[src/rtl/rf_spill_fill_pkg.sv]
// Shared types for the register-file spill/fill engine.
// Holds the FSM state encoding, op codes and default widths shared with the rf.
package rf_spill_fill_pkg;

    typedef enum logic [2:0] {
        IDLE,
        SPILL,
        FILL,
        FILL_LAST,
        DONE
    } sf_state_t;

    localparam logic OP_SPILL = 1'b0;
    localparam logic OP_FILL  = 1'b1;

    localparam int SF_NREGS = 8;
    localparam int SF_DW    = 8;
    localparam int SF_AW    = 3;
    localparam int SF_MAW   = 8;

endpackage

[src/rtl/rf_spill_fill_if.sv]
// Bus bundle between the spill/fill engine, the register file and data memory.
// slave: engine side (drives rf/mem ports, busy/done); master: CPU/rf/mem side.
interface rf_spill_fill_if #(
    parameter int DW  = 8,
    parameter int AW  = 3,
    parameter int MAW = 8
);
    logic           start;
    logic           op;
    logic [MAW-1:0] base_addr;
    logic           busy;
    logic           done;
    logic [AW-1:0]  rf_ptr_a;
    logic           rf_we;
    logic [DW-1:0]  rf_di;
    logic [DW-1:0]  rf_do_a;
    logic [MAW-1:0] mem_addr;
    logic           mem_we;
    logic [DW-1:0]  mem_wdata;
    logic [DW-1:0]  mem_rdata;

    modport slave (
        input  start, op, base_addr, rf_do_a, mem_rdata,
        output busy, done, rf_ptr_a, rf_we, rf_di,
        output mem_addr, mem_we, mem_wdata
    );

    modport master (
        output start, op, base_addr, rf_do_a, mem_rdata,
        input  busy, done, rf_ptr_a, rf_we, rf_di,
        input  mem_addr, mem_we, mem_wdata
    );
endinterface

[src/rtl/rf_spill_fill.sv]
// Bulk save/restore engine: SPILL copies rf[0..NREGS-1] to mem[base+i], FILL copies back.
// Ports: clk, rst_n (async active-low), bus (rf_spill_fill_if.slave).
module rf_spill_fill
    import rf_spill_fill_pkg::*;
#(
    parameter int NREGS = SF_NREGS,
    parameter int DW    = SF_DW,
    parameter int AW    = SF_AW,
    parameter int MAW   = SF_MAW
) (
    input  logic          clk,
    input  logic          rst_n,
    rf_spill_fill_if.slave bus
);

    localparam logic [AW-1:0] LAST = AW'(NREGS - 1);

    sf_state_t      state_q, state_d;
    logic [AW-1:0]  cnt_q, cnt_d;
    logic           op_q, op_d;
    logic [MAW-1:0] base_q, base_d;
    logic           busy_q, busy_d;
    logic           done_q, done_d;
    logic           rf_we_q, rf_we_d;
    logic           mem_we_q, mem_we_d;
    logic [AW-1:0]  rf_ptr_q, rf_ptr_d;
    logic [MAW-1:0] mem_addr_q, mem_addr_d;

    always_comb begin
        state_d = state_q;
        cnt_d   = cnt_q;
        op_d    = op_q;
        base_d  = base_q;
        unique case (state_q)
            IDLE: begin
                if (bus.start) begin
                    op_d    = bus.op;
                    base_d  = bus.base_addr;
                    cnt_d   = '0;
                    state_d = (bus.op == OP_FILL) ? FILL : SPILL;
                end
            end
            SPILL: begin
                cnt_d = cnt_q + 1'b1;
                if (cnt_q == LAST) state_d = DONE;
            end
            FILL: begin
                cnt_d = cnt_q + 1'b1;
                if (cnt_q == LAST) state_d = FILL_LAST;
            end
            FILL_LAST: state_d = DONE;
            DONE:      state_d = IDLE;
            default:   state_d = IDLE;
        endcase

        // Outputs are registered: decode them from the next state/count.
        busy_d     = (state_d != IDLE);
        done_d     = (state_d == DONE);
        rf_we_d    = 1'b0;
        mem_we_d   = 1'b0;
        rf_ptr_d   = '0;
        mem_addr_d = '0;
        unique case (state_d)
            SPILL: begin
                rf_ptr_d   = cnt_d;
                mem_addr_d = base_d + MAW'(cnt_d);
                mem_we_d   = 1'b1;
            end
            FILL: begin
                mem_addr_d = base_d + MAW'(cnt_d);
                // Read data lags the address by one cycle, so rf writes trail by one.
                if (cnt_d != '0) begin
                    rf_we_d  = 1'b1;
                    rf_ptr_d = cnt_d - 1'b1;
                end
            end
            FILL_LAST: begin
                rf_we_d  = 1'b1;
                rf_ptr_d = LAST;
            end
            default: begin
                rf_we_d = 1'b0;
            end
        endcase
    end

    always_ff @(posedge clk or negedge rst_n) begin
        if (!rst_n) begin
            state_q    <= IDLE;
            cnt_q      <= '0;
            op_q       <= OP_SPILL;
            base_q     <= '0;
            busy_q     <= 1'b0;
            done_q     <= 1'b0;
            rf_we_q    <= 1'b0;
            mem_we_q   <= 1'b0;
            rf_ptr_q   <= '0;
            mem_addr_q <= '0;
        end else begin
            state_q    <= state_d;
            cnt_q      <= cnt_d;
            op_q       <= op_d;
            base_q     <= base_d;
            busy_q     <= busy_d;
            done_q     <= done_d;
            rf_we_q    <= rf_we_d;
            mem_we_q   <= mem_we_d;
            rf_ptr_q   <= rf_ptr_d;
            mem_addr_q <= mem_addr_d;
        end
    end

    assign bus.busy      = busy_q;
    assign bus.done      = done_q;
    assign bus.rf_we     = rf_we_q;
    assign bus.mem_we    = mem_we_q;
    assign bus.rf_ptr_a  = rf_ptr_q;
    assign bus.mem_addr  = mem_addr_q;
    // Data paths pass straight through; gated to zero when not transferring.
    assign bus.mem_wdata = mem_we_q ? bus.rf_do_a : '0;
    assign bus.rf_di     = rf_we_q ? bus.mem_rdata : '0;

endmodule

[src/flat_wrapper.sv]
// flat-port wrapper written by rule: the top's interface ports become plain ports
module rf_spill_fill_flat import rf_spill_fill_pkg::*;
#(
    parameter int NREGS = SF_NREGS,
    parameter int DW    = SF_DW,
    parameter int AW    = SF_AW,
    parameter int MAW   = SF_MAW
)
  (clk, rst_n, bus_start, bus_op, bus_base_addr, bus_rf_do_a, bus_mem_rdata, bus_busy, bus_done, bus_rf_ptr_a, bus_rf_we, bus_rf_di, bus_mem_addr, bus_mem_we, bus_mem_wdata);
  rf_spill_fill_if #(.DW(DW), .AW(AW), .MAW(MAW)) bus_i ();
  input  logic clk;
  input  logic rst_n;
  input wire logic [$bits(bus_i.start)-1:0] bus_start;
  input wire logic [$bits(bus_i.op)-1:0] bus_op;
  input wire logic [$bits(bus_i.base_addr)-1:0] bus_base_addr;
  input wire logic [$bits(bus_i.rf_do_a)-1:0] bus_rf_do_a;
  input wire logic [$bits(bus_i.mem_rdata)-1:0] bus_mem_rdata;
  output wire logic [$bits(bus_i.busy)-1:0] bus_busy;
  output wire logic [$bits(bus_i.done)-1:0] bus_done;
  output wire logic [$bits(bus_i.rf_ptr_a)-1:0] bus_rf_ptr_a;
  output wire logic [$bits(bus_i.rf_we)-1:0] bus_rf_we;
  output wire logic [$bits(bus_i.rf_di)-1:0] bus_rf_di;
  output wire logic [$bits(bus_i.mem_addr)-1:0] bus_mem_addr;
  output wire logic [$bits(bus_i.mem_we)-1:0] bus_mem_we;
  output wire logic [$bits(bus_i.mem_wdata)-1:0] bus_mem_wdata;
  assign bus_i.start = bus_start;
  assign bus_i.op = bus_op;
  assign bus_i.base_addr = bus_base_addr;
  assign bus_i.rf_do_a = bus_rf_do_a;
  assign bus_i.mem_rdata = bus_mem_rdata;
  assign bus_busy = bus_i.busy;
  assign bus_done = bus_i.done;
  assign bus_rf_ptr_a = bus_i.rf_ptr_a;
  assign bus_rf_we = bus_i.rf_we;
  assign bus_rf_di = bus_i.rf_di;
  assign bus_mem_addr = bus_i.mem_addr;
  assign bus_mem_we = bus_i.mem_we;
  assign bus_mem_wdata = bus_i.mem_wdata;
  rf_spill_fill #(.NREGS(NREGS), .DW(DW), .AW(AW), .MAW(MAW)) u_core (.clk(clk), .rst_n(rst_n), .bus(bus_i));
endmodule
[config.mk]
export PLATFORM = sky130hd
export DESIGN_NAME = rf_spill_fill_flat
export DESIGN_NICKNAME = d
export VERILOG_FILES = /design/src/rtl/rf_spill_fill_pkg.sv /design/src/rtl/rf_spill_fill_if.sv /design/src/rtl/rf_spill_fill.sv /design/src/flat_wrapper.sv
export SDC_FILE = /design/constraint.sdc
export NUM_CORES = 1
export LEC_CHECK = 0
export ABC_AREA = 1
export BUFFER_PORTS_ARGS = -buffer_cell sky130_fd_sc_hd__buf_4
export CAP_MARGIN = 20
export CORE_MARGIN = 1
export CORE_UTILIZATION = 35
export CTS_CLUSTER_SIZE = 12
export DETAILED_ROUTE_END_ITERATION = 10
export SYNTH_ARGS = -nofsm -noshare
export SYNTH_HDL_FRONTEND = slang
export SYNTH_SLANG_ARGS = --single-unit
[constraint.sdc]
create_clock -name clk -period 5.4 [get_ports clk]
set_input_delay 0.54 -clock clk [delete_from_list [all_inputs] [get_ports clk]]
set_output_delay 0.54 -clock clk [all_outputs]
set_load 0.02 [all_outputs]
# Word-level counts from Yosys, hierarchy flattened

Cells that the tools add are included.
Widths: inputs -> output; s select.

Memory bits (read-only): 0
Input bits: 28
RAM bits: 0
Register bits: 29
Memories kept: 0
Word-level logic and storage cells: 42
Output and inout bits: 31
Latch bits: 0

Div/mod/pow operators: 0
Muxes and demuxes: 17
$lt $le $gt $ge: 0
$add $sub $neg: 3
Bitwise operators: 0
Reductions and logical operators: 5
Multipliers: 0
Eq/ne operators: 8
Shifts and indexed selects: 0

Operators by type and width:

| operator            | count |
|---|---|
| $mux 8              | 5 |
| $mux 3              | 5 |
| $eq 3x2->1 const B  | 4 |
| $pmux 3 s4          | 1 |
| $pmux 3 s3          | 1 |
| $add 8x3->8         | 1 |
| $eq 3x1->1 const B  | 2 |
| $eq 3x3->1 const B  | 2 |
| $pmux 3 s2          | 1 |
| $reduce_bool 3->1   | 2 |
| $reduce_or 2->1     | 2 |
| $add 3x1->3 const B | 1 |
| $logic_not 3->1     | 1 |
| $sub 3x1->3 const B | 1 |
| $mux 1              | 2 |
| $mux 2              | 1 |
| $pmux 1 s2          | 1 |

# Depth between registers and ports, before layout

Gate-level depths: netlist of the first run.

Word-level depth: 6
Gate-level depth with buffers: 13
Mapped depth without buffers: 13

# Least setup slack after synthesis of the first run

No wires, ideal clock.

Kind: reg2reg
Start: reg u_core.cnt_q[0]
End: reg u_core.mem_addr_q[5], in the netlist u_core.bus.mem_addr[5]
Path slack: 3.479 ns
Library setup time: 0.119 ns
Data required time: 5.281 ns
Cell stages (with the launch flop): 10
Path buffers: 0
Arrival: 1.802 ns
Clock period less this slack: 1.921 ns
Cell sequence: dfrtp_1 ha_1 ha_1 nand2_2 nand3_1 ha_1 a21oi_1 or2_1 a21oi_1 nor2_1

Cells in the longest elaborated chain, start to end: 6
Elaborated cells on any way between the ends: 12
Those cells by class: add/sub: 2; eq/ne: 3; mux: 6; reduce/logical: 1

RTL lines:

| element                                                             | RTL line             | source |
|---|---|---|
| start: declaration                                                  | rf_spill_fill.sv:19  | `logic [AW-1:0] cnt_q, cnt_d;` |
| start signal: assignment                                            | rf_spill_fill.sv:101 | `cnt_q <= cnt_d;` |
| parallel branches: the longest is 5 deep, another holds $add 8x3->8 | -                    |  |
| $mux 8 *                                                            | -                    |  |
| net u_core.mem_addr_d[5]                                            | rf_spill_fill.sv:27  | `logic [MAW-1:0] mem_addr_q, mem_addr_d;` |
| end signal: assignment                                              | rf_spill_fill.sv:109 | `mem_addr_q <= mem_addr_d;` |
| end: declaration                                                    | rf_spill_fill.sv:27  |  |

Mark *: on every way through the listed nets, which the timed path passes.

# Final worst setup path of the first run

Start: reg u_core.state_q[0]
End: reg u_core.mem_addr_q[6], in the netlist u_core.bus.mem_addr[6]

Cells in the longest elaborated chain, start to end: 5
Elaborated cells on any way between the ends: 16
Those cells by class: add/sub: 1; eq/ne: 5; mux: 7; reduce/logical: 3

RTL lines:

| element                                  | RTL line                                 | source |
|---|---|---|
| start: declaration                       | rf_spill_fill.sv:18                      | `sf_state_t state_q, state_d;` |
| start signal: assignment                 | rf_spill_fill.sv:100                     | `state_q <= state_d;` |
| $eq 3x1->1 or $eq 3x2->1 (tied branches) | rf_spill_fill.sv:34                      | `unique case (state_q)` |
| $reduce_or 2->1 (no line)                | -                                        |  |
| $pmux 3 s2 *                             | rf_spill_fill.sv:34                      |  |
| net u_core.cnt_d[0]                      | rf_spill_fill.sv:19                      |  |
| $add 8x3->8 *                            | rf_spill_fill.sv:66, rf_spill_fill.sv:70 |  |
| $mux 8 *                                 | -                                        |  |
| net u_core.mem_addr_d[6]                 | rf_spill_fill.sv:27                      |  |

The timed path passes the listed nets; every way through them passes the cells marked *.

==> impl_metrics.yaml, run 1 <==
outcome:
  status: "finished, final reports clean"
place:
  dp_slack_ps: 3200
  portBuffers: 58
  dpl.hpwl_um: 2810
  place.gp.congestion: 0.826
  place_area_um2: 2110
floorplanning:
  row_count: 24
  io_pins: 59
  die_area_um2: 4900
  die_w_um: 70.0
  core_region_area_um2: 4410
  die_height_um: 70.0
  initial_utilization_pct: 36.7
sta:
  relSlewSlack_pct: 75.6
  min_period_over_period_pct: 40.5
  fmax_mhz: 457
  setup_ws_ps: 3210
  drv_slew: 0
  rsz0062_at_grt: "no"
  tns_ps: 0
  period_minus_slack_ps: 2190
  fin_skew_ps: 6.54
  setup-violations-final: 0
  worst_slew_pin_slew_ps: 366
  hold_viol_final: 0
global_route:
  top_usage_layer: "met2"
  grtUsageMet3_pct: 6.49
  grt_max_degree: 30
  track_usage_pct: 15.9
  use_met1_pct: 17.8
  overflow: 0
  antenna_found_initial: 0
  grt_pass1_wl_um: 6170
  use_met2_pct: 28.7
  grt_pass1_vias: 1396
power:
  power_mw: 1.24
  irDropWorstVdd_mv: 0.271
  p_leak_nw: 1.34
  p_per_area_nw_per_um2: 564
clock_tree:
  clockBufferDepth: 2
  cts_root_buf: "clkbuf_8"
  htree_levels: 2
  clk_pin_slew_worst_paths_ps: 60
  cts_setup_buffers: 0
  clk_latency_ps: 280
  cts_tree: "yes"
  cts_hold_buffers: 0
  cts_resized: 0
  cts.sinks: 29
  cts-buffers-inserted: 5
yosys:
  yosys_warnings: 0
  synth_seq_cells: 29
  yosysSeqAreaShare_pct: 44.8
  synth.avg_cell_area_um2: 7.78
  synth_nets: 242
  synth_area_um2: 1620
  synth_top_family_by_area: "simple AND/OR/NAND/NOR gates"
  synthSimpleGateAreaFrac_pct: 28.7
  synth-xor-area-share_pct: 0.541
  syn_inst: 208
  synth_fa_ha_area_share_pct: 5.10
  synthMuxAreaShare_pct: 0
  synth_compound_area_share_pct: 8.73
  synth_cell_types: 24
min_path:
  hp-class: "primary input to asynchronous set/reset pin"
worst_setup_path:
  ff2ff_setup_slack_ps: 3210
  arrival_ps: 2360
  cp_max_fo: 6
  crit_type: "flip-flop to flip-flop"
  cp-end-kind: "flip-flop"
  critPathLaunchType: "flip-flop"
  worstPathRequired_ps: 5570
routing:
  vias: 1456
  antenna_left: 0
  drcViolationCount: 0
  wl_um: 3590
  dr.first_iter.drc_count: 53
  wl_per_cell_um: 11.1
  first_pass_iters: 4
  avgViaCountPerCell: 4.51
layout:
  layout-drive-gt1-share_pct: 31.0
  finalInstanceArea_um2: 2200
  area_growth_syn_to_layout_pct: 35.8
  finish.utilization_pct: 49.8
  nets: 305
  num_antenna_cells: 0
job:
  maxCapViolations: 0
cell usage after synthesis (all sizes together):
| library cell | number | area (µm²) |
|---|---|---|
| fa | 1 | 20.0 |
| dfrtp | 29 | 726 |
| xnor2 | 1 | 8.76 |
| inv | 48 | 180 |
| nand3 | 9 | 70.1 |
| ha | 5 | 62.6 |
| nand2 | 64 | 250 |
| nor2 | 17 | 93.8 |
| o22ai | 1 | 12.5 |
| or2 | 1 | 6.26 |
| o21ai | 10 | 65.1 |
| nand4 | 5 | 31.3 |
| clkbuf | 2 | 7.51 |
| clkinv | 1 | 8.76 |
| a21oi | 12 | 63.8 |
| nand3b | 1 | 7.51 |
| nor3 | 1 | 5.00 |
area by class of cell:
type | count | area [µm²]
Fill cell | 437 | 2220
Sequential cell | 29 | 726
Multi-Input combinational cell | 128 | 697
Timing Repair Buffer | 58 | 435
Inverter | 49 | 189
Clock buffer | 7 | 86.3
Tap cell | 52 | 65.1
kinds of logic after synthesis:
| group | after synthesis |
|---|---|
| flops | 29 |
| fa+ha+maj | 6 |
| compound gates | 23 |
| xor+xnor | 1 |
| simple gates | 98 |
| buf+inv | 51 |
sequential cells by signal, indices dropped and copies added, names as in the netlist:
| name | count |
|---|---|
| u_core.cnt_q | 3 |
| u_core.state_q | 3 |
| u_core.bus.rf_ptr_a | 3 |
| u_core.bus.rf_we | 1 |
| u_core.bus.mem_we | 1 |
| u_core.bus.mem_addr | 8 |
| u_core.bus.done | 1 |
| u_core.base_q | 8 |
| u_core.bus.busy | 1 |
critical path: stages, from the launching register on:
cell and delay [ps]:
dfrtp_1 430, nor2_4 190, nand2_1 110, o21ai_1 160, inv_1 90, o21ai_2 250, ha_1 260, fa_1 250
nand2_1 70, nand2_1 100, nand3_1 80, nand2_1 70, nor2_1 40
where the power goes:
part	switching (mW)	internal (mW)	total, mW
Combinational	0.453	0.261	0.714
Sequential	0.0436	0.304	0.348
Clock	0.0769	0.101	0.178
cell usage in the layout (no fill, tap or decap):
master / count
nand3_4: 2
o22ai_2: 1
nand2_2: 4
nand3_1: 7
clkinv_4: 1
ha_1: 5
a21oi_1: 11
nand2_1: 60
or2_1: 1
inv_1: 45
o21ai_1: 5
clkbuf_1: 1
xnor2_1: 1
nand3b_1: 1
a21oi_2: 1
clkbuf_8: 6
inv_2: 3
nor2_1: 13
o21ai_0: 1
nor3_1: 1
dfrtp_1: 29
buf_4: 58
fa_1: 1
o21ai_2: 4
nor2_4: 4
nand4_1: 5
layer usage:
metal  vias to the layer above  wire, µm
met4                         0        31
met5                         -         0
met2                        53      1830
met1                       643      1460
met3                         5       272
li1                        755         -
worst paths after layout:
check,from,to,cells past startpoint
setup / recovery,u_core.state_q[0],u_core.bus.mem_addr[6],12
max in group asynchronous,rst_n,u_core.bus.mem_we,1
hold reg to reg,u_core.base_q[0],u_core.base_q[0],2
hold / removal,rst_n,u_core.bus.mem_addr[7],1
min in group clk,u_core.base_q[0],u_core.base_q[0],2
setup reg to reg,u_core.state_q[0],u_core.bus.mem_addr[6],12
through the flow:
stage               instances  hold slack [ps]
detailed placement        316              487
global route              323              198
CTS                       323              188
global placement          316              485
floorplan                 208              244
finish                    323              171
(Power assumes the default switching activity.)
==> inputs of run 2 (changes only) <==
clock period = 2.23 ns   (was 5.4 ns; I/O delays follow)
==> impl_metrics.yaml, run 2 (same netlist as run 1, synthesis figures left out) <==
clock_tree:
  clockBufferDepth: 2
  cts_root_buf: "clkbuf_8"
  htree_levels: 2
  cts_tree: "yes"
  cts.sinks: 29
  clk_latency_ps: 280
  cts-buffers-inserted: 5
  clk_pin_slew_worst_paths_ps: 60
layout:
  fill_cells: 419
  finalInstanceArea_um2: 2240
  finish.utilization_pct: 50.8
  area_growth_syn_to_layout_pct: 38.4
  layout-drive-gt1-share_pct: 32.4
  num_antenna_cells: 0
  nets: 308
  instances_no_fill: 327
  layout_common_cells: "60 x nand2_1, 60 x buf_4, 45 x inv_1"
power:
  p_per_area_nw_per_um2: 1390
  power_mw: 3.10
  p_leak_nw: 1.36
  irDropWorstVdd_mv: 0.560
floorplanning:
  die_w_um: 70.0
  initial_utilization_pct: 36.7
  die_height_um: 70.0
  io_pins: 59
  die_area_um2: 4900
  core_region_area_um2: 4410
  row_count: 24
worst_setup_path:
  crit_type: "flip-flop to flip-flop"
  arrival_ps: 2220
  timing.critical_path.slowest_cell_delay_ps: 380
  worstPathRequired_ps: 2400
  cpMaxStageDelayCell: "dfrtp_1"
  path_cells: "ha_1 > ha_1 > nand2_2 > nand3_1 > ha_1 > a21oi_1 > or2_1 > nand3_1 > nand2_1 > nor2_1"
  cp_common_cell: "ha_1"
  cp_max_fo: 3
  critPathLaunchType: "flip-flop"
  cp-end-kind: "flip-flop"
sta:
  worst_slew_pin_slew_ps: 373
  drv_slew: 0
  relSlewSlack_pct: 75.2
  fmax_mhz: 488
  setup-violations-final: 0
  tns_ps: 0
  fin_skew_ps: 5.67
  hold_viol_final: 0
  whs_ps: 189
  period_minus_slack_ps: 2050
  setup_ws_ps: 179
  min_period_over_period_pct: 92.0
global_route:
  grt_pass1_wl_um: 6110
  antenna_found_initial: 0
  grt_max_degree: 30
  overflow: 0
  track_usage_pct: 15.7
  grt_pass1_vias: 1437
place:
  place.gp.congestion: 0.830
  dpl.hpwl_um: 2800
  place_area_um2: 2130
  dp_cells: 318
  portBuffers: 58
  dp_slack_ps: 158
routing:
  wl_um: 3590
  avgViaCountPerCell: 4.52
  first_pass_iters: 4
  antenna_left: 0
  vias: 1479
  dr.first_iter.drc_count: 17
  drcViolationCount: 0
  wl_per_cell_um: 11.0
min_path:
  hp-class: "primary input to flip-flop"
job:
  maxCapViolations: 0
outcome:
  status: "finished, final reports clean"
-- run 2: cell types whose count changed in the layout (fill, tap and decap cells not counted) --
cell	previous run	this run
clkbuf_1	1	0
buf_4	58	60
dlygate4sd3_1	0	1
clkbuf_8	6	7
clkinv_2	0	1
fa_2	0	1
fa_1	1	0
-- run 2: critical path, delay by kind of cell (launching register included) --
| family | cells | cell delay, ps |
|---|---|---|
| adders and majority gates | 3 | 790 |
| and+or+nand+nor | 6 | 540 |
| DFF | 1 | 380 |
| AOI/OAI and AO/OA | 1 | 240 |
-- run 2: power breakdown --
part | internal, mW | total (mW) | leakage [nW] | switching (mW)
registers | 0.736 | 0.843 | 0.370 | 0.107
logic | 0.674 | 1.79 | 0.938 | 1.11
clock network | 0.278 | 0.475 | 0.0542 | 0.196
-- run 2: layer usage --
layer | up-vias | track usage (%) | part of all wire, %
met2 | 48 | 28.1 | 50
li1 | 761 | - | -
met4 | 0 | 5.33 | 1.4
met5 | - | 0 | 0
met1 | 664 | 17.2 | 41
met3 | 6 | 5.63 | 7.5
-- run 2: area by class of cell --
type	count	area [µm²]	share of cell area [%]
sequential	29	726	32.4
multi-input combinational	128	699	31.2
tap	52	65.1	2.90
clock inverter	1	5.00	0.223
inverter	49	189	8.43
timing repair buffer	61	460	20.5
clock buffer	7	96.3	4.30
-- run 2: final timing paths --
check                                 start                      to  slack (ps)  depth (start not counted)
max in group asynchronous             rst_n        u_core.base_q[6]        1550                          2
min                        bus_base_addr[0]        u_core.base_q[0]         190                          3
min reg2reg                u_core.base_q[0]        u_core.base_q[0]         480                          2
max reg2reg                 u_core.cnt_q[0]  u_core.bus.mem_addr[5]         180                         10
max                         u_core.cnt_q[0]  u_core.bus.mem_addr[5]         180                         10
min in group asynchronous             rst_n  u_core.bus.mem_addr[7]         400                          2
-- run 2: repair_timing --
item / in CTS / in global routing
endpoints found under the setup margin: 0 / 1
hold buffers: 1 / 0
buffers inserted: 0 / 0
endpoints found under the hold margin: 29 / 0
gates resized for setup: 0 / 1
